### config.mk
export PLATFORM = sky130hd
export DESIGN_NAME = coin_acceptor
export DESIGN_NICKNAME = d
export VERILOG_FILES = /design/src/rtl/coin_acceptor.sv
export SDC_FILE = /design/constraint.sdc
export NUM_CORES = 1
export LEC_CHECK = 0
export CAP_MARGIN = 20
export CORE_MARGIN = 1.5
export CORE_UTILIZATION = 48
export DETAILED_ROUTE_END_ITERATION = 10
export GPL_ROUTABILITY_DRIVEN = 1
export PLACE_DENSITY = 0.67
export RECOVER_POWER = 25
export SETUP_SLACK_MARGIN = 0.02
export SLEW_MARGIN = 5
export SYNTH_ARGS = -nofsm -noshare
export SYNTH_HDL_FRONTEND = slang
export SYNTH_SLANG_ARGS = --single-unit
export TNS_END_PERCENT = 5
### constraint.sdc
create_clock -name clk -period 4.2 [get_ports clk]
set_clock_uncertainty 0.05 [all_clocks]
set_input_delay 1.26 -clock clk [delete_from_list [all_inputs] [get_ports clk]]
set_output_delay 1.26 -clock clk [all_outputs]
set_load 0.03 [all_outputs]
### src/rtl/coin_acceptor.sv
// Coin-chute front end: synchronise and debounce the sensor, measure pulse width,
// classify each coin as Rs5/Rs10, and flag rejects and sensor jams.
module coin_acceptor #(
   parameter int unsigned CNT_W      = 8,
   parameter int unsigned DEB_CYCLES = 4,
   parameter int unsigned T5_MIN     = 20,
   parameter int unsigned T5_MAX     = 40,
   parameter int unsigned T10_MIN    = 60,
   parameter int unsigned T10_MAX    = 90,
   parameter int unsigned TIMEOUT    = 255,
   parameter int unsigned GAP        = 16
) (
   input  logic       clk,
   input  logic       rst,
   input  logic       coin_sense,
   input  logic       accept_en,
   output logic [1:0] coin_code,
   output logic       coin_valid,
   output logic       coin_reject,
   output logic       jam
);

   localparam int unsigned DEB_W = $clog2(DEB_CYCLES + 1);
   localparam int unsigned GAP_W = $clog2(GAP + 1);

   typedef enum logic [2:0] {IDLE, MEASURE, DONE, JAMMED, LOCKOUT} state_t;

   state_t             state;
   logic               sync1;
   logic               s;
   logic               f;
   logic [DEB_W-1:0]   deb_cnt;
   logic [CNT_W-1:0]   width;
   logic               taint;
   logic [GAP_W-1:0]   gap_cnt;

   logic in_rs5;
   logic in_rs10;

   assign in_rs5  = (width >= CNT_W'(T5_MIN))  && (width <= CNT_W'(T5_MAX));
   assign in_rs10 = (width >= CNT_W'(T10_MIN)) && (width <= CNT_W'(T10_MAX));

   always_ff @(posedge clk) begin
      if (rst) begin
         sync1       <= 1'b0;
         s           <= 1'b0;
         f           <= 1'b0;
         deb_cnt     <= '0;
         width       <= '0;
         taint       <= 1'b0;
         gap_cnt     <= '0;
         state       <= IDLE;
         coin_code   <= 2'b00;
         coin_valid  <= 1'b0;
         coin_reject <= 1'b0;
         jam         <= 1'b0;
      end else begin
         sync1 <= coin_sense;
         s     <= sync1;

         // Filtered level moves only after DEB_CYCLES consecutive disagreeing samples.
         if (s == f) begin
            deb_cnt <= '0;
         end else if (deb_cnt == DEB_W'(DEB_CYCLES - 1)) begin
            f       <= s;
            deb_cnt <= '0;
         end else begin
            deb_cnt <= deb_cnt + 1'b1;
         end

         coin_code   <= 2'b00;
         coin_valid  <= 1'b0;
         coin_reject <= 1'b0;

         case (state)
            IDLE: begin
               if (f) begin
                  state <= MEASURE;
                  width <= CNT_W'(1);
                  taint <= ~accept_en;
               end
            end
            MEASURE: begin
               if (!f) begin
                  state <= DONE;
               end else if (width == CNT_W'(TIMEOUT)) begin
                  state <= JAMMED;
                  jam   <= 1'b1;
               end else begin
                  width <= width + 1'b1;
               end
            end
            DONE: begin
               if (taint) begin
                  coin_reject <= 1'b1;
               end else if (in_rs5) begin
                  coin_code  <= 2'b01;
                  coin_valid <= 1'b1;
               end else if (in_rs10) begin
                  coin_code  <= 2'b10;
                  coin_valid <= 1'b1;
               end else begin
                  coin_reject <= 1'b1;
               end
               state   <= LOCKOUT;
               gap_cnt <= '0;
            end
            JAMMED: begin
               if (!f) begin
                  jam         <= 1'b0;
                  coin_reject <= 1'b1;
                  state       <= LOCKOUT;
                  gap_cnt     <= '0;
               end
            end
            LOCKOUT: begin
               if (gap_cnt == GAP_W'(GAP - 1)) begin
                  // A coin already present at lockout exit lost its leading edge: force reject.
                  if (f) begin
                     state <= MEASURE;
                     width <= CNT_W'(1);
                     taint <= 1'b1;
                  end else begin
                     state <= IDLE;
                  end
               end else begin
                  gap_cnt <= gap_cnt + 1'b1;
               end
            end
            default: state <= IDLE;
         endcase
      end
   end

endmodule

Yosys cells after proc, flatten, opt, wreduce, memory -nomap -nowiden
Cells that the tools add are included.
{"block": "totals", "out_inout_bits": 5, "reg_bits": 28, "word_cells": 88}
{"block": "op_classes", "eq_ne": 17, "order_cmp": 4, "bitwise": 3, "n_reduce_logical": 16, "add_sub_neg": 3, "n_mux": 32}
{"op": "$mux 8", "n": 4}
{"op": "$pmux 8 s3", "n": 1}
{"op": "$ne 2x2->1 const B", "n": 8}
{"op": "$reduce_and 4->1", "n": 4}
{"op": "$mux 3", "n": 5}
{"op": "$pmux 3 s5", "n": 1}
{"op": "$pmux 5 s3", "n": 1}
{"op": "$mux 1", "n": 14}
{"op": "$mux 5", "n": 2}
{"op": "$eq 3x2->1 const B", "n": 3}
{"op": "$add 8x1->8 const B", "n": 1}
{"op": "$eq 8x8->1 const B", "n": 1}
{"op": "$ge 8x5->1 const B", "n": 1}
{"op": "$ge 8x6->1 const B", "n": 1}
{"op": "$le 8x6->1 const B", "n": 1}
{"op": "$le 8x7->1 const B", "n": 1}
{"op": "$pmux 1 s2", "n": 3}
{"op": "$reduce_bool 3->1", "n": 2}
{"op": "$reduce_or 3->1", "n": 2}
{"op": "$add 5x1->5 const B", "n": 1}
{"op": "$eq 5x4->1 const B", "n": 1}
{"op": "$reduce_bool 2->1", "n": 2}
{"op": "$reduce_or 4->1", "n": 1}
{"op": "$add 3x1->3 const B", "n": 1}
{"op": "10 further kinds", "n": 13}

Depth between registers and ports, before layout
{"block": "depth", "ltp_word": 6, "mapped_depth": 7}

Worst setup path after synthesis
Ideal clock, no wire load.
{"block": "synth_path", "path_type": "input-to-reg", "from": "input port rst", "to": "register gap_cnt[3]", "n_path_buf": 1, "t_arrival_ps": 2087, "setup_slack_ps": 2006, "required_ps": 4092, "stages": 5, "setup_time_ps": 58, "cell_sequence": "buf_2 nor3_1 nand2b_1 o31ai_1 a21o_1"}
{"item": "start, declared", "line": "14", "text": "input logic rst,"}
{"item": "end signal, assigned", "line": "127", "text": "gap_cnt <= gap_cnt + 1'b1;"}
{"item": "end, declared", "line": "35", "text": "logic [GAP_W-1:0] gap_cnt;"}

==> impl_metrics.py <==
metrics = {
    "timing": {
        "min_period_over_period_pct": 64.2,
        "tns_ns": 0,
        "maxSlewHeadroom_pct": 60.9,
        "finalSetupViolCount": 0,
        "maxSlewViolCount": 0,
        "worst_slack_ns": 1.50,
        "max_freq_mhz": 371,
        "hold_violations": 0,
        "rsz0062_at_grt": "no",
        "min_period_ns": 2.70,
        "tightest_slew_ns": 0.571,
    },
    "yosys": {
        "yosysWarnings": 0,
        "async_reset_ff_share_pct": 0,
        "yosys-top-cells-area": "dfxtp_1 38%, ha_1 5.1%, inv_1 3.8%",
        "ys.flop_type": "dfxtp_1",
        "synth_cells": 168,
        "synth_top_cell_by_area": "dfxtp_1",
        "ys_seq_elements": 28,
        "synthTopCellsByCount": "28 x dfxtp_1, 15 x inv_1, 14 x nor2_1",
        "yosysUniqueCellTypes": 47,
        "ys_seq_area_share_pct": 37.8,
        "yosys.area.top_type_share_pct": 37.8,
        "syn-cell-area_um2": 1480,
        "avgSynthCellArea_um2": 8.83,
        "yosysMostFrequentCell": "dfxtp_1",
        "syn_nets": 178,
        "synth_edf_count": 0,
    },
    "detailed_routing": {
        "vias": 1203,
        "drc": 0,
        "vias_per_cell": 5.99,
        "drt_wl_total_um": 2820,
        "first_pass_iters": 4,
        "drt-wirelength-per-cell_um": 14.0,
        "drtIter0Drc": 35,
        "postRouteAntennaNets": 0,
    },
    "hold_path": {
        "hp-class": "reg -> reg",
    },
    "power": {
        "irDropWorstVdd_uv": 132,
        "combPwrFrac_pct": 2.8,
        "power.internal_mw": 0.305,
        "swShare_pct": 20.9,
        "leakage_nw": 0.574,
        "power.share.sequential_pct": 69.3,
        "p_sw_mw": 0.0809,
        "clkPwrFrac_pct": 28.0,
        "power.density_nw_per_um2": 246,
    },
    "cts": {
        "clk_pin_slew_ns": 0.14,
        "clock_path_buffers": 2,
        "post_cts_buffers": 0,
        "clock_latency_ns": 0.31,
        "cts.sinks": 28,
        "htree_levels": 1,
        "numCtsBuffers": 3,
        "cts_hold_buf": 0,
        "cts-resized-gates": 0,
        "cts_root_buffer": "clkbuf_4",
        "cts_tree": "built",
    },
    "global_route": {
        "grt_max_degree": 19,
        "antenna_found_initial": 0,
        "grt_first_pass_wirelength_um": 4980,
        "grt_pass1_vias": 1155,
        "grt.overflow.total": 0,
        "grt_usage_pct": 18.3,
    },
    "placement": {
        "place_ws_ns": 1.11,
        "gp_congestion": 0.860,
        "postPlaceCellArea_um2": 1560,
        "hpwl_um": 2060,
        "port_buffers": 8,
    },
    "worst_setup_path": {
        "cp.required_ns": 4.39,
        "cp_max_fo": 18,
        "critPathKind": "in -> reg",
        "start_kind": "primary input",
        "cp-end-kind": "register",
        "worst_ep_arrival_time_ns": 2.89,
    },
    "floorplanning": {
        "die_w_um": 58.6,
        "core.rowCount": 19,
        "die_area_um2": 3430,
        "io_pins": 9,
        "core_area_um2": 2850,
        "die_h_um": 58.6,
        "start_util_pct": 52.0,
    },
    "final_layout": {
        "drive_above_1_share_pct": 5.29,
        "fin_area_um2": 1570,
        "num_antenna_cells": 0,
        "nFillCells": 281,
        "ff_latch_area_um2": 561,
        "nNetsFinal": 182,
        "area_growth_pct": 5.90,
        "multi_input_area_um2": 813,
    },
    "job": {
        "cap_violations": 0,
    },
    "outcome": {
        "outcome": "finished, final reports clean",
    },
}
==> cells by family after synthesis <==
group           count (synthesis)  share of synthesized area, %
flops                          28                          37.8
buf+inv                        24                          7.00
simple gates                   70                          28.2
fa+ha+maj                       6                          5.06
mux                             3                          2.02
xor+xnor                        1                         0.590
compound gates                 36                          19.3
==> sequential cells by signal (all words and copies together), names as in the netlist <==
| signal | count |
|---|---|
| width | 8 |
| gap_cnt | 5 |
| deb_cnt | 3 |
| state | 3 |
| coin_code | 2 |
| coin_reject | 1 |
| coin_valid | 1 |
| f | 1 |
| jam | 1 |
| s | 1 |
| sync1 | 1 |
| taint | 1 |
==> worst max-delay path, cell delays in order <==
cell           delay [ns]
dlygate4sd3_1        0.76
a21oi_1              0.46
inv_1                0.16
o31ai_1              0.25
==> through the flow <==
| stage | hold slack, ns | std cells | power [mW] | util, % |
|---|---|---|---|---|
| 2_1_floorplan | 0.349 | 168 | 0.280 | - |
| 3_3_place_gp | 0.360 | 198 | 0.284 | 54.5 |
| 3_5_place_dp | 0.385 | 198 | 0.284 | 54.5 |
| 4_1_cts | 0.405 | 201 | 0.392 | 55.3 |
| 5_1_grt | 0.422 | 201 | 0.401 | 55.1 |
| 6_report | 0.390 | 201 | 0.386 | 55.1 |
==> layout by cell type, fill, tap and decap left out, drive strengths merged, types with 4 or more instances in the layout <==
| master | instances |
|---|---|
| a21oi | 9 |
| clkdlybuf4s50 | 7 |
| dfxtp | 28 |
| ha | 6 |
| inv | 15 |
| nand2 | 9 |
| nand2b | 8 |
| nand3 | 6 |
| nand4 | 5 |
| nor2 | 14 |
| nor3b | 5 |
| o31ai | 4 |
==> power by group through the flow <==
stage	sequential, mW	combinational [mW]	clock (mW)
6_report	0.267	0.0108	0.108
5_1_grt	0.268	0.0121	0.121
2_1_floorplan	0.273	0.00738	0
3_5_place_dp	0.273	0.0111	0
3_3_place_gp	0.273	0.0107	0
4_1_cts	0.267	0.0112	0.114
==> routing by layer <==
layer  routed length, µm  vias up  part of all wire [%]  track usage, %
met2                1240       16                    44            28.9
met5                   0        -                     0               0
met3                  78        8                   2.8            2.86
li1                    -      610                     -               -
met4                  62        0                   2.2            7.47
met1                1450      569                    51            25.0
==> final timing paths <==
check	from	end	slack, ns	cells after the start
min reg2reg	deb_cnt[0]$_SDFF_PP0_	deb_cnt[0]$_SDFF_PP0_	0.39	1
max	rst	width[5]$_SDFFE_PP0P_	1.50	4
min	deb_cnt[0]$_SDFF_PP0_	deb_cnt[0]$_SDFF_PP0_	0.39	1
max reg2reg	gap_cnt[0]$_SDFFE_PP0P_	gap_cnt[2]$_SDFFE_PP0P_	2.03	7
==> layout make-up <==
cell class,instances,share of cell area [%]
sequential,28,35.7
clock buffer,3,1.43
tap,31,2.47
timing repair buffer,8,5.10
inverter,15,3.58
multi-input combinational,116,51.8
Note: power is estimated with default switching activity, not from simulation.
